`src/rtl/led_fade_driver.sv`:
```
// led_fade_driver: per-channel PWM LED driver with rate-limited brightness fades.
// Define LED_FADE_GAMMA_EN to map brightness to duty through a square-law curve.
module led_fade_driver #(
    parameter int N_LEDS   = 5,
    parameter int PWM_BITS = 8,
    parameter int FADE_DIV = 46875,
    parameter int STEP     = 4
) (
    input  logic              CLK,
    input  logic              RESET_N,
    input  logic [N_LEDS-1:0] target,
    output logic [N_LEDS-1:0] LED,
    output logic              busy
);
    localparam int FW = (FADE_DIV > 1) ? $clog2(FADE_DIV) : 1;
    localparam logic [PWM_BITS-1:0] MAX     = {PWM_BITS{1'b1}};
    localparam logic [PWM_BITS-1:0] PWM_TOP = {{(PWM_BITS-1){1'b1}}, 1'b0};
    localparam logic [PWM_BITS-1:0] PWM_ONE = PWM_BITS'(1);
    localparam logic [PWM_BITS-1:0] STEP_N  = PWM_BITS'(STEP);
    localparam logic [PWM_BITS:0]   STEP_W  = (PWM_BITS+1)'(STEP);
    localparam logic [FW-1:0]       FADE_TOP = FW'(FADE_DIV - 1);
    localparam logic [FW-1:0]       FADE_ONE = FW'(1);

    logic [PWM_BITS-1:0] pwm_cnt_q, pwm_cnt_d;
    logic [FW-1:0]       fade_cnt_q, fade_cnt_d;
    logic [PWM_BITS-1:0] bright_q [N_LEDS];
    logic [PWM_BITS-1:0] bright_d [N_LEDS];
    logic [PWM_BITS-1:0] duty_q [N_LEDS];
    logic [PWM_BITS-1:0] duty_d [N_LEDS];
    logic [N_LEDS-1:0]   led_q, led_d;
    logic                busy_q, busy_d;
    logic                pwm_wrap, fade_tick;
    logic [PWM_BITS:0]   up_sum;

`ifdef LED_FADE_GAMMA_EN
    function automatic logic [PWM_BITS-1:0] duty_map(input logic [PWM_BITS-1:0] b);
        logic [2*PWM_BITS-1:0] sq;
        sq = {{PWM_BITS{1'b0}}, b} * {{PWM_BITS{1'b0}}, b};
        return (b == MAX) ? MAX : sq[2*PWM_BITS-1:PWM_BITS];
    endfunction
`else
    function automatic logic [PWM_BITS-1:0] duty_map(input logic [PWM_BITS-1:0] b);
        return b;
    endfunction
`endif

    always_comb begin
        pwm_wrap   = (pwm_cnt_q == PWM_TOP);
        fade_tick  = (fade_cnt_q == FADE_TOP);
        pwm_cnt_d  = pwm_wrap ? '0 : pwm_cnt_q + PWM_ONE;
        fade_cnt_d = fade_tick ? '0 : fade_cnt_q + FADE_ONE;
        up_sum     = '0;
        busy_d     = 1'b0;
        led_d      = '0;
        for (int i = 0; i < N_LEDS; i++) begin
            bright_d[i] = bright_q[i];
            up_sum = {1'b0, bright_q[i]} + STEP_W;
            if (fade_tick) begin
                if (target[i]) begin
                    bright_d[i] = (up_sum > {1'b0, MAX}) ? MAX : up_sum[PWM_BITS-1:0];
                end else begin
                    bright_d[i] = (bright_q[i] < STEP_N) ? '0 : bright_q[i] - STEP_N;
                end
            end
            // duty only moves at the period boundary, using the pre-tick brightness
            duty_d[i] = pwm_wrap ? duty_map(bright_q[i]) : duty_q[i];
            led_d[i]  = (duty_q[i] > pwm_cnt_q);
            busy_d    = busy_d | (bright_q[i] != (target[i] ? MAX : '0));
        end
    end

    always_ff @(posedge CLK or negedge RESET_N) begin
        if (!RESET_N) begin
            pwm_cnt_q  <= '0;
            fade_cnt_q <= '0;
            led_q      <= '0;
            busy_q     <= 1'b0;
            for (int i = 0; i < N_LEDS; i++) begin
                bright_q[i] <= '0;
                duty_q[i]   <= '0;
            end
        end else begin
            pwm_cnt_q  <= pwm_cnt_d;
            fade_cnt_q <= fade_cnt_d;
            led_q      <= led_d;
            busy_q     <= busy_d;
            for (int i = 0; i < N_LEDS; i++) begin
                bright_q[i] <= bright_d[i];
                duty_q[i]   <= duty_d[i];
            end
        end
    end

    assign LED  = led_q;
    assign busy = busy_q;

endmodule
```
`config.mk`:
```
export PLATFORM = sky130hd
export DESIGN_NAME = led_fade_driver
export DESIGN_NICKNAME = d
export VERILOG_FILES = /design/src/rtl/led_fade_driver.sv
export SDC_FILE = /design/constraint.sdc
export NUM_CORES = 1
export LEC_CHECK = 0
export ABC_AREA = 1
export BUFFER_PORTS_ARGS = -buffer_cell sky130_fd_sc_hd__buf_2
export CORE_ASPECT_RATIO = 1.25
export CORE_MARGIN = 5
export CORE_UTILIZATION = 40
export CTS_BUF_LIST = sky130_fd_sc_hd__clkbuf_4 sky130_fd_sc_hd__clkbuf_8
export CTS_CLUSTER_DIAMETER = 80
export DETAILED_ROUTE_END_ITERATION = 10
export SYNTH_ARGS = -nofsm -noshare
export SYNTH_HDL_FRONTEND = slang
export SYNTH_SLANG_ARGS = --single-unit
```
`constraint.sdc`:
```
create_clock -name CLK -period 3.9 [get_ports CLK]
set_input_delay 0.585 -clock CLK [delete_from_list [all_inputs] [get_ports CLK]]
set_output_delay 0.585 -clock CLK [all_outputs]
set_load 0.05 [all_outputs]
```
==> flow_results.org, run 1 <==
** Run status
- The run finished with clean final reports.

** Clock tree
- Maximum level of the CTS H-tree :: 3
- Cts-stage hold buffer count :: 0
- Post-CTS repair changed the size of 0 cells.
- Post-CTS timing repair inserted 0 buffers for setup.
- Clock root cell :: sky130_fd_sc_hd__clkbuf_8
- Number of buffers added by the clock tree synthesis step :: 9
- The clock reaches the later pin of the worst-skew pair after 380 ps.
- For this design, the sink count on the clock tree is 100.
- Buffers from clock root to sink, at most :: 2
- TritonCTS built the clock tree.
- After clock tree synthesis, the clock-pin slew on the worst setup and hold paths is about 100 ps.

** Global routing
- Global routing consumed, over all layers together, approximately 17% of the routing resources.
- Via count of the first global-routing pass :: 5409
- Overflow left after global routing :: 0
- Wire length of the first global-routing pass :: around 27000 um
- Entering global routing, the biggest net connects 70 pins.
- Number of antenna violations at the first check in global routing :: 0

** Place
- Worst slack at placement :: ~1400 ps
- Routability-driven placement finished with a final weighted congestion of 0.862.
- Counting tap cells, the placed design contains a total of 1103 instances.
- Detailed placement finished with a half-perimeter wire length of 11600 um.
- Port bufs :: 12

** Layout
- Compared with the post-synthesis result, the final layout area differs by 7.35%.
- Leaving out fill and tap cells, the most frequent cells in the layout are sky130_fd_sc_hd__nand2_1, sky130_fd_sc_hd__inv_1, sky130_fd_sc_hd__dfrtp_1.
- Total of fill cells in the finished design :: 1691
- For this run, the number of standard cells in the final layout without fillers is 1119.
- Fraction of layout cells with a size suffix above 1 :: 6.09%
- In the final design database the tool counted a little under 1000 nets.
- Most common library cell in the layout ignoring fill and taps :: sky130_fd_sc_hd__nand2_1
- Diodes inserted :: 0

** Worst setup path
- Together, buffers and inverters on the worst path number 2.
- On the critical path the largest part of the delay comes from simple AND/OR/NAND/NOR gates.
- Stage delay of the slowest cell on the critical path :: 740 ps
- Kind of capture point of the worst setup path :: flip-flop
- The signal on the critical path passes through inv_1, ha_1, and3_1, nand2_2, inv_1, o21ai_0.
- Worst EP arrival :: 2730 ps
- The worst setup path is launched from a flip-flop.
- The critical path is of the flip-flop to flip-flop type.
- STA puts the critical path data required time at 4190 ps.
- In this design, the critical path's most frequently occurring cell is sky130_fd_sc_hd__inv_1.
- Largest driver fanout on the critical path :: just under 70
- Among all stages on the critical path, the largest delay is contributed by sky130_fd_sc_hd__nand2_2.

** STA
- Sum Neg Setup Slack :: 0 ps
- The count of final hold-check violations is 0.
- The worst path meets setup with 1460 ps of slack.
- Period Utilization, post-route :: 62.5%
- Largest clock skew in the final design :: ~10 ps
- The routed design could run at a clock period as short as 2440 ps.
- Setup violations remaining at the end of the flow were counted as 0.
- For this run, the top clock speed supported by timing is 410 MHz.
- The count of pins over their slew limit came to 0.
- Setup repair after global routing left no endpoint under its margin.
- Measured against its own limit, the worst slew margin works out to 29.9%.
- For the pin with the worst max-slew slack, the measured transition is 1050 ps.

** Power
- IR analysis of the VDD net gives a maximum drop of ~0.16 mV.
- Reported leakage power :: ~3.8 nW
- The internal power of the cells totals 1.56 mW.
- Pwr per Cell Area :: around 280 mW/mm^2
- Sw frac :: 21.9%
- Overall power consumption after layout is estimated at 2.00 mW.
- The analysis attributes to net switching a power of 0.437 mW.
- Clock share of power :: between 40 and 50%
- Combinational power share :: approximately 3.4%
- Per report_power, the sequential group accounts for 52.2% of the total.

** Die
- The die is 154 um tall.
- Pin placement for this block handled 13 I/O pins.
- Core Box Area :: 0.0163 sq mm
- The floorplan has 52 rows.
- Area enclosed by the die boundary :: 0.0193 sq mm
- Die Wd :: 125 um
- Initial core utilization :: about two fifths

** Run
- Max-cap violations in this run came to 0.

** Synth
- Net count after synthesis :: 962
- Yosys attributes the largest share of cell area to sky130_fd_sc_hd__dfrtp_1, sky130_fd_sc_hd__nand2_1, sky130_fd_sc_hd__ha_1, sky130_fd_sc_hd__inv_1, sky130_fd_sc_hd__o21ai_0.
- After synthesis the netlist holds a flip-flop and latch count of 100.
- Portion of the post-synthesis area used by sequential elements :: between 30 and 40%
- The synthesized design devotes to its leading area cell type between 30% and 40% of total area.
- The synthesized netlist occupies a cell area of 0.00665 sq mm.
- Number of flops mapped to enable cells by yosys :: 0
- Synthesis handed over a netlist of 896 instances.
- Mean area per synthesized cell :: 7.43 sq um
- Largest area contributor in the netlist :: sky130_fd_sc_hd__dfrtp_1
- Counting distinct cell types in the post-synthesis netlist gives 39.
- Among all flip-flop cells after synthesis, the most frequent one is sky130_fd_sc_hd__dfrtp_1.
- During synthesis, Yosys emitted a total of 0 warnings.
- Async set-reset flop share out of synthesis :: between 90% and 100%

** Drt
- TritonRoute pass-1 iters :: 4
- For this block, the initial DRC count from the detailed router was slightly above 300.
- After detailed routing, the number of remaining DRC violations is 0.
- Dividing the detail-routed wire length by the instance count gives 14.1 um.
- The routed design has roughly 16000 um of wire.
- The routed layout has 5590 vias.
- In this run the remaining antenna-violating nets after routing total 0.
- Dividing the detail-routed via count by the number of cells gives about 5.0.

** Min path
- The worst hold path belongs to the class input port to asynchronous set/reset pin.
[routing by layer]
metal	track usage, %	routed length, um	up-vias
li1	-	-	2955
met5	0	0	-
met1	21.8	7530	2552
met4	6.40	284	0
met3	2.14	364	21
met2	28.1	7590	62
[layout make-up]
class	count	area, sq um	area share (%)
clock buffers	10	138	1.93
repair buffers	14	77.6	1.09
well taps	216	270	3.78
clock inverters	6	135	1.89
inverters	109	412	5.76
multi-input cells	664	3610	50.5
flip-flops and latches	100	2500	35.0
[stage by stage]
stage               util (%)  hold slack (ps)  area, sq um
CTS                     43.9              284         7140
finish                  43.9              232         7140
global route            43.9              315         7140
global placement        42.2              472         6870
detailed placement      42.2              480         6870
floorplan                  -              289         6650
[flip-flops by register name, summed over array words and instances, names as in the netlist]
signal / cells
pwm_cnt_q: 8
LED: 5
duty_q: 35
bright_q: 35
busy: 1
fade_cnt_q: 16
[cell usage after synthesis, types with 2 or more instances]
cell type and instances:
sky130_fd_sc_hd__nor2_1 86, sky130_fd_sc_hd__o31ai_1 2, sky130_fd_sc_hd__nor4_1 3, sky130_fd_sc_hd__inv_1 105, sky130_fd_sc_hd__o21ai_1 7, sky130_fd_sc_hd__o21ai_0 70
sky130_fd_sc_hd__nand3_4 2, sky130_fd_sc_hd__o22ai_1 5, sky130_fd_sc_hd__nand2_1 226, sky130_fd_sc_hd__o211ai_1 6, sky130_fd_sc_hd__nor2_2 6, sky130_fd_sc_hd__clkbuf_1 9
sky130_fd_sc_hd__xor2_1 8, sky130_fd_sc_hd__inv_2 3, sky130_fd_sc_hd__buf_6 2, sky130_fd_sc_hd__nor3_1 15, sky130_fd_sc_hd__buf_4 6, sky130_fd_sc_hd__a211oi_1 6
sky130_fd_sc_hd__nand3_1 65, sky130_fd_sc_hd__a31oi_1 3, sky130_fd_sc_hd__ha_1 59, sky130_fd_sc_hd__nand4_1 20, sky130_fd_sc_hd__dfrtp_1 100, sky130_fd_sc_hd__clkbuf_2 2
sky130_fd_sc_hd__o32ai_1 2, sky130_fd_sc_hd__nand2_2 5, sky130_fd_sc_hd__nor3_2 2, sky130_fd_sc_hd__xnor2_1 8, sky130_fd_sc_hd__a21oi_1 48, sky130_fd_sc_hd__nand3_2 3
sky130_fd_sc_hd__buf_2 4
[power groups by stage]
stage                     Combinational [mW]  Sequential, mW  Clock, mW
after global placement                0.0696            1.06          0
final                                 0.0677            1.04      0.888
after detailed placement              0.0695            1.06          0
after floorplan                       0.0364            1.06          0
after CTS                             0.0698            1.04      0.915
after global routing                  0.0787            1.05      0.955
[worst register-to-register path, delay by kind of cell, from the launching register on]
| kind | cells | cell delay, ps |
|---|---|---|
| adders and majority gates | 1 | 190 |
| buffers and inverters | 2 | 480 |
| DFF | 1 | 540 |
| and+or+nand+nor | 2 | 890 |
| AOI/OAI and AO/OA | 1 | 260 |
[path summary, 6_finish.rpt]
path	startpoint	endpoint	slack, ps	cells after the start
min reg2reg	duty_q[14]	duty_q[14]	500	2
min in group CLK	duty_q[14]	duty_q[14]	500	2
max reg2reg	pwm_cnt_q[0]	duty_q[25]	1460	6
max in group asynchronous	RESET_N	duty_q[5]	2820	2
min	RESET_N	fade_cnt_q[14]	230	1
max	pwm_cnt_q[0]	duty_q[25]	1460	6
[logic make-up after synthesis]
| kind of cell | share of synthesized area (%) |
|---|---|
| flops | 37.6 |
| compound gates | 12.2 |
| fa+ha+maj | 11.1 |
| mux | 0.150 |
| buf+inv | 8.16 |
| xor+xnor | 2.11 |
| simple gates | 28.6 |
Power figures use the tool's default switching activity.
==> inputs of run 2 (changes only) <==
==> constraint.sdc (replaced) <==
create_clock -name CLK -period 2.38 [get_ports CLK]
set_input_delay 0.357 -clock CLK [delete_from_list [all_inputs] [get_ports CLK]]
set_output_delay 0.357 -clock CLK [all_outputs]
set_load 0.05 [all_outputs]
==> flow_results.org, run 2 (synthesized netlist as in run 1, its figures left out) <==
** Run status
- The flow ran to the end, and the final reports show no timing, DRC or antenna violations.

** Power
- Reported leakage power :: 3.81 nW
- Dividing total power by cell area gives a power density of 422 mW/mm^2.
- Peak ir drop on the vdd network :: 0.341 mV
- Overall power consumption after layout is estimated at around 3.0 mW.

** Die
- Die boundary height :: 154 um
- Die Wd :: 125 um
- FP Rows :: 52
- Area enclosed by the die boundary :: a little under 0.02 sq mm
- Pin placement for this block handled 13 I/O pins.
- Core Box Area :: 0.0163 sq mm
- Initial core utilization :: between 40% and 50%

** Drt
- After the first detailed-routing iteration, the DRC count stood at 309.
- After detailed routing, the average wire length per cell comes to 13.8 um.
- The final route contains 5673 vias.
- Wire length after detailed routing :: 15500 um
- Detailed-route DRC error count :: 0
- TritonRoute pass-1 iters :: 5
- Count of antenna-violating nets left after detailed routing :: 0
- In the routed layout, each cell is associated on average with a via count of 5.05.

** Global routing
- After global routing the overflow that remains totals 0.
- The initial antenna violation count came to 0.
- The via count of the first global-routing pass came to 5387.
- Entering global routing, the biggest net connects 50 pins.
- Wire length of the first global-routing pass :: 26500 um
- Across every metal layer, demand over resource in global routing totals 16.6%.

** Clock tree
- Number of buffers added by the clock tree synthesis step :: 9
- Source-to-sink clock delay at the later pin of the worst-skew pair :: 380 ps
- In this run the deepest clock path goes through 2 buffers.
- TritonCTS built the clock tree.
- The tree is rooted in a sky130_fd_sc_hd__clkbuf_8.
- Post-CTS repair changed the size of 0 cells.
- Once the clock tree was built, the setup fixing pass inserted 0 buffers.
- Clock-pin slew was measured on the worst setup and hold paths at 100 ps.
- Maximum level of the CTS H-tree :: 3
- The clock net in this run drives a total of 100 sinks.

** Place
- Prior to clock tree synthesis, the placed netlist has a worst setup slack of 614 ps.
- Routability-driven placement finished with a final weighted congestion of just under 0.9.
- Port bufs :: 12
- The wire-length estimate of the detail-placed layout is ~12000 um.

** STA
- Final number of hold-violating endpoints :: 0
- Number of pins with negative max-slew slack in the final report :: 0
- Setup total negative slack on the finished layout was measured at 0 ps.
- Post-route minimum period :: 1800 ps
- The worst pin sits at a relative slew slack of a little over three fifths.
- Post-layout worst setup margin :: about 580 ps
- At the pin with the least slew margin, the transition time is 547 ps.
- Period Utilization, post-route :: 75.7%
- Unrepaired setup endpoints after global routing :: no
- Largest clock skew in the final design :: 13.6 ps
- Setup violations remaining at the end of the flow were counted as 0.
- Based on the critical path, the design can be clocked at up to 555 MHz.

** Layout
- In the layout the commonest cells are sky130_fd_sc_hd__nand2_1, sky130_fd_sc_hd__inv_1, sky130_fd_sc_hd__dfrtp_1.
- Area growth, synth to finish :: 7.39%
- After the last flow step, the layout net total stands at 969.
- The number of antenna diodes in the final layout is 0.
- In the final layout, the share of cells above drive strength 1 is 6.39%.
- Largest registers :: bright_q: 35 flops, duty_q: 35 flops, fade_cnt_q: 16 flops
- Cells fill 43.9% of the core in the end.
- Leaving out fill and tap cells, the most frequent cell in the layout is sky130_fd_sc_hd__nand2_1.
- Total of fill cells in the finished design :: 1686

** Worst setup path
- WS Path Type :: flip-flop to flip-flop
- Kind of capture point of the worst setup path :: flip-flop
- Data on the critical path arrives at its endpoint at 2060 ps.
- STA classifies the critical path startpoint as a flip-flop.
- Along the worst path, the maximum fanout reaches 8.
- Data on the critical path is required at its endpoint by 2640 ps.

** Run
- Max Cap Viol :: 0

** Min path
- Worst min-delay path class :: input port to flip-flop
-- run 2: cell count changes in the layout (fill, tap and decap cells not counted) --
cell	before	now
sky130_fd_sc_hd__bufinv_16	4	1
sky130_fd_sc_hd__buf_12	0	2
sky130_fd_sc_hd__buf_4	3	5
sky130_fd_sc_hd__clkbuf_4	0	2
sky130_fd_sc_hd__clkbuf_8	10	12
sky130_fd_sc_hd__clkinvlp_4	2	0
sky130_fd_sc_hd__dlygate4sd3_1	0	1
-- run 2: metrics by stage --
stage / std cells / instance area, sq um / hold WS [ps]
after floorplan: 896 / 6650 / 61.4
after global placement: 1107 / 6930 / 321
after detailed placement: 1107 / 6930 / 325
after CTS: 1123 / 7150 / 324
after global routing: 1123 / 7150 / 359
final: 1123 / 7150 / 345
-- run 2: path summary, 6_finish.rpt --
check	from	end	slack [ps]	depth (start not counted)
setup / recovery	bright_q[2]	bright_q[5]	580	11
hold / removal	target[2]	bright_q[16]	340	3
setup reg to reg	bright_q[2]	bright_q[5]	580	11
hold reg to reg	duty_q[38]	duty_q[38]	500	2
max in group asynchronous	RESET_N	duty_q[5]	1240	3
min in group asynchronous	RESET_N	fade_cnt_q[2]	450	2
-- run 2: final cells by class --
type | instances | area (sq um) | area share, %
clock buffer | 14 | 180 | 2.52
timing repair buffer | 19 | 143 | 2.00
tap | 216 | 270 | 3.78
inverter | 109 | 412 | 5.76
multi-input combinational | 664 | 3610 | 50.5
clock inverter | 1 | 30.0 | 0.420
sequential | 100 | 2500 | 35.0
-- run 2: what timing repair did --
item                                    4_1_cts  5_1_grt
hold endpoints to repair                     27        0
endpoints found under the setup margin        0        0
hold buffers                                  1        0
-- run 2: power breakdown --
part	total [mW]	internal, mW	leakage (nW)	switching [mW]
Clock	1.19	0.592	0.110	0.599
Sequential	1.71	1.70	1.26	0.00821
Combinational	0.115	0.0292	2.45	0.0857
Total	3.02	2.32	3.81	0.693
-- run 2: layer usage --
metal | vias up | global-route usage (%) | wire (um)
met5 | - | 0 | 0
met4 | 0 | 5.84 | 331
met3 | 19 | 1.86 | 336
met2 | 71 | 27.7 | 7290
met1 | 2608 | 22.3 | 7540
li1 | 2975 | - | -
-- run 2: critical path, stage by stage (launching register included) --
cell and delay [ps]:
sky130_fd_sc_hd__dfrtp_1 480, sky130_fd_sc_hd__inv_1 160, sky130_fd_sc_hd__ha_1 210, sky130_fd_sc_hd__nand2_1 70
sky130_fd_sc_hd__nor2_1 190, sky130_fd_sc_hd__nand3_1 140, sky130_fd_sc_hd__nand2_1 100, sky130_fd_sc_hd__inv_1 80
sky130_fd_sc_hd__nand2_1 70, sky130_fd_sc_hd__nand2_1 40, sky130_fd_sc_hd__nand2_1 50, sky130_fd_sc_hd__o211ai_1 80
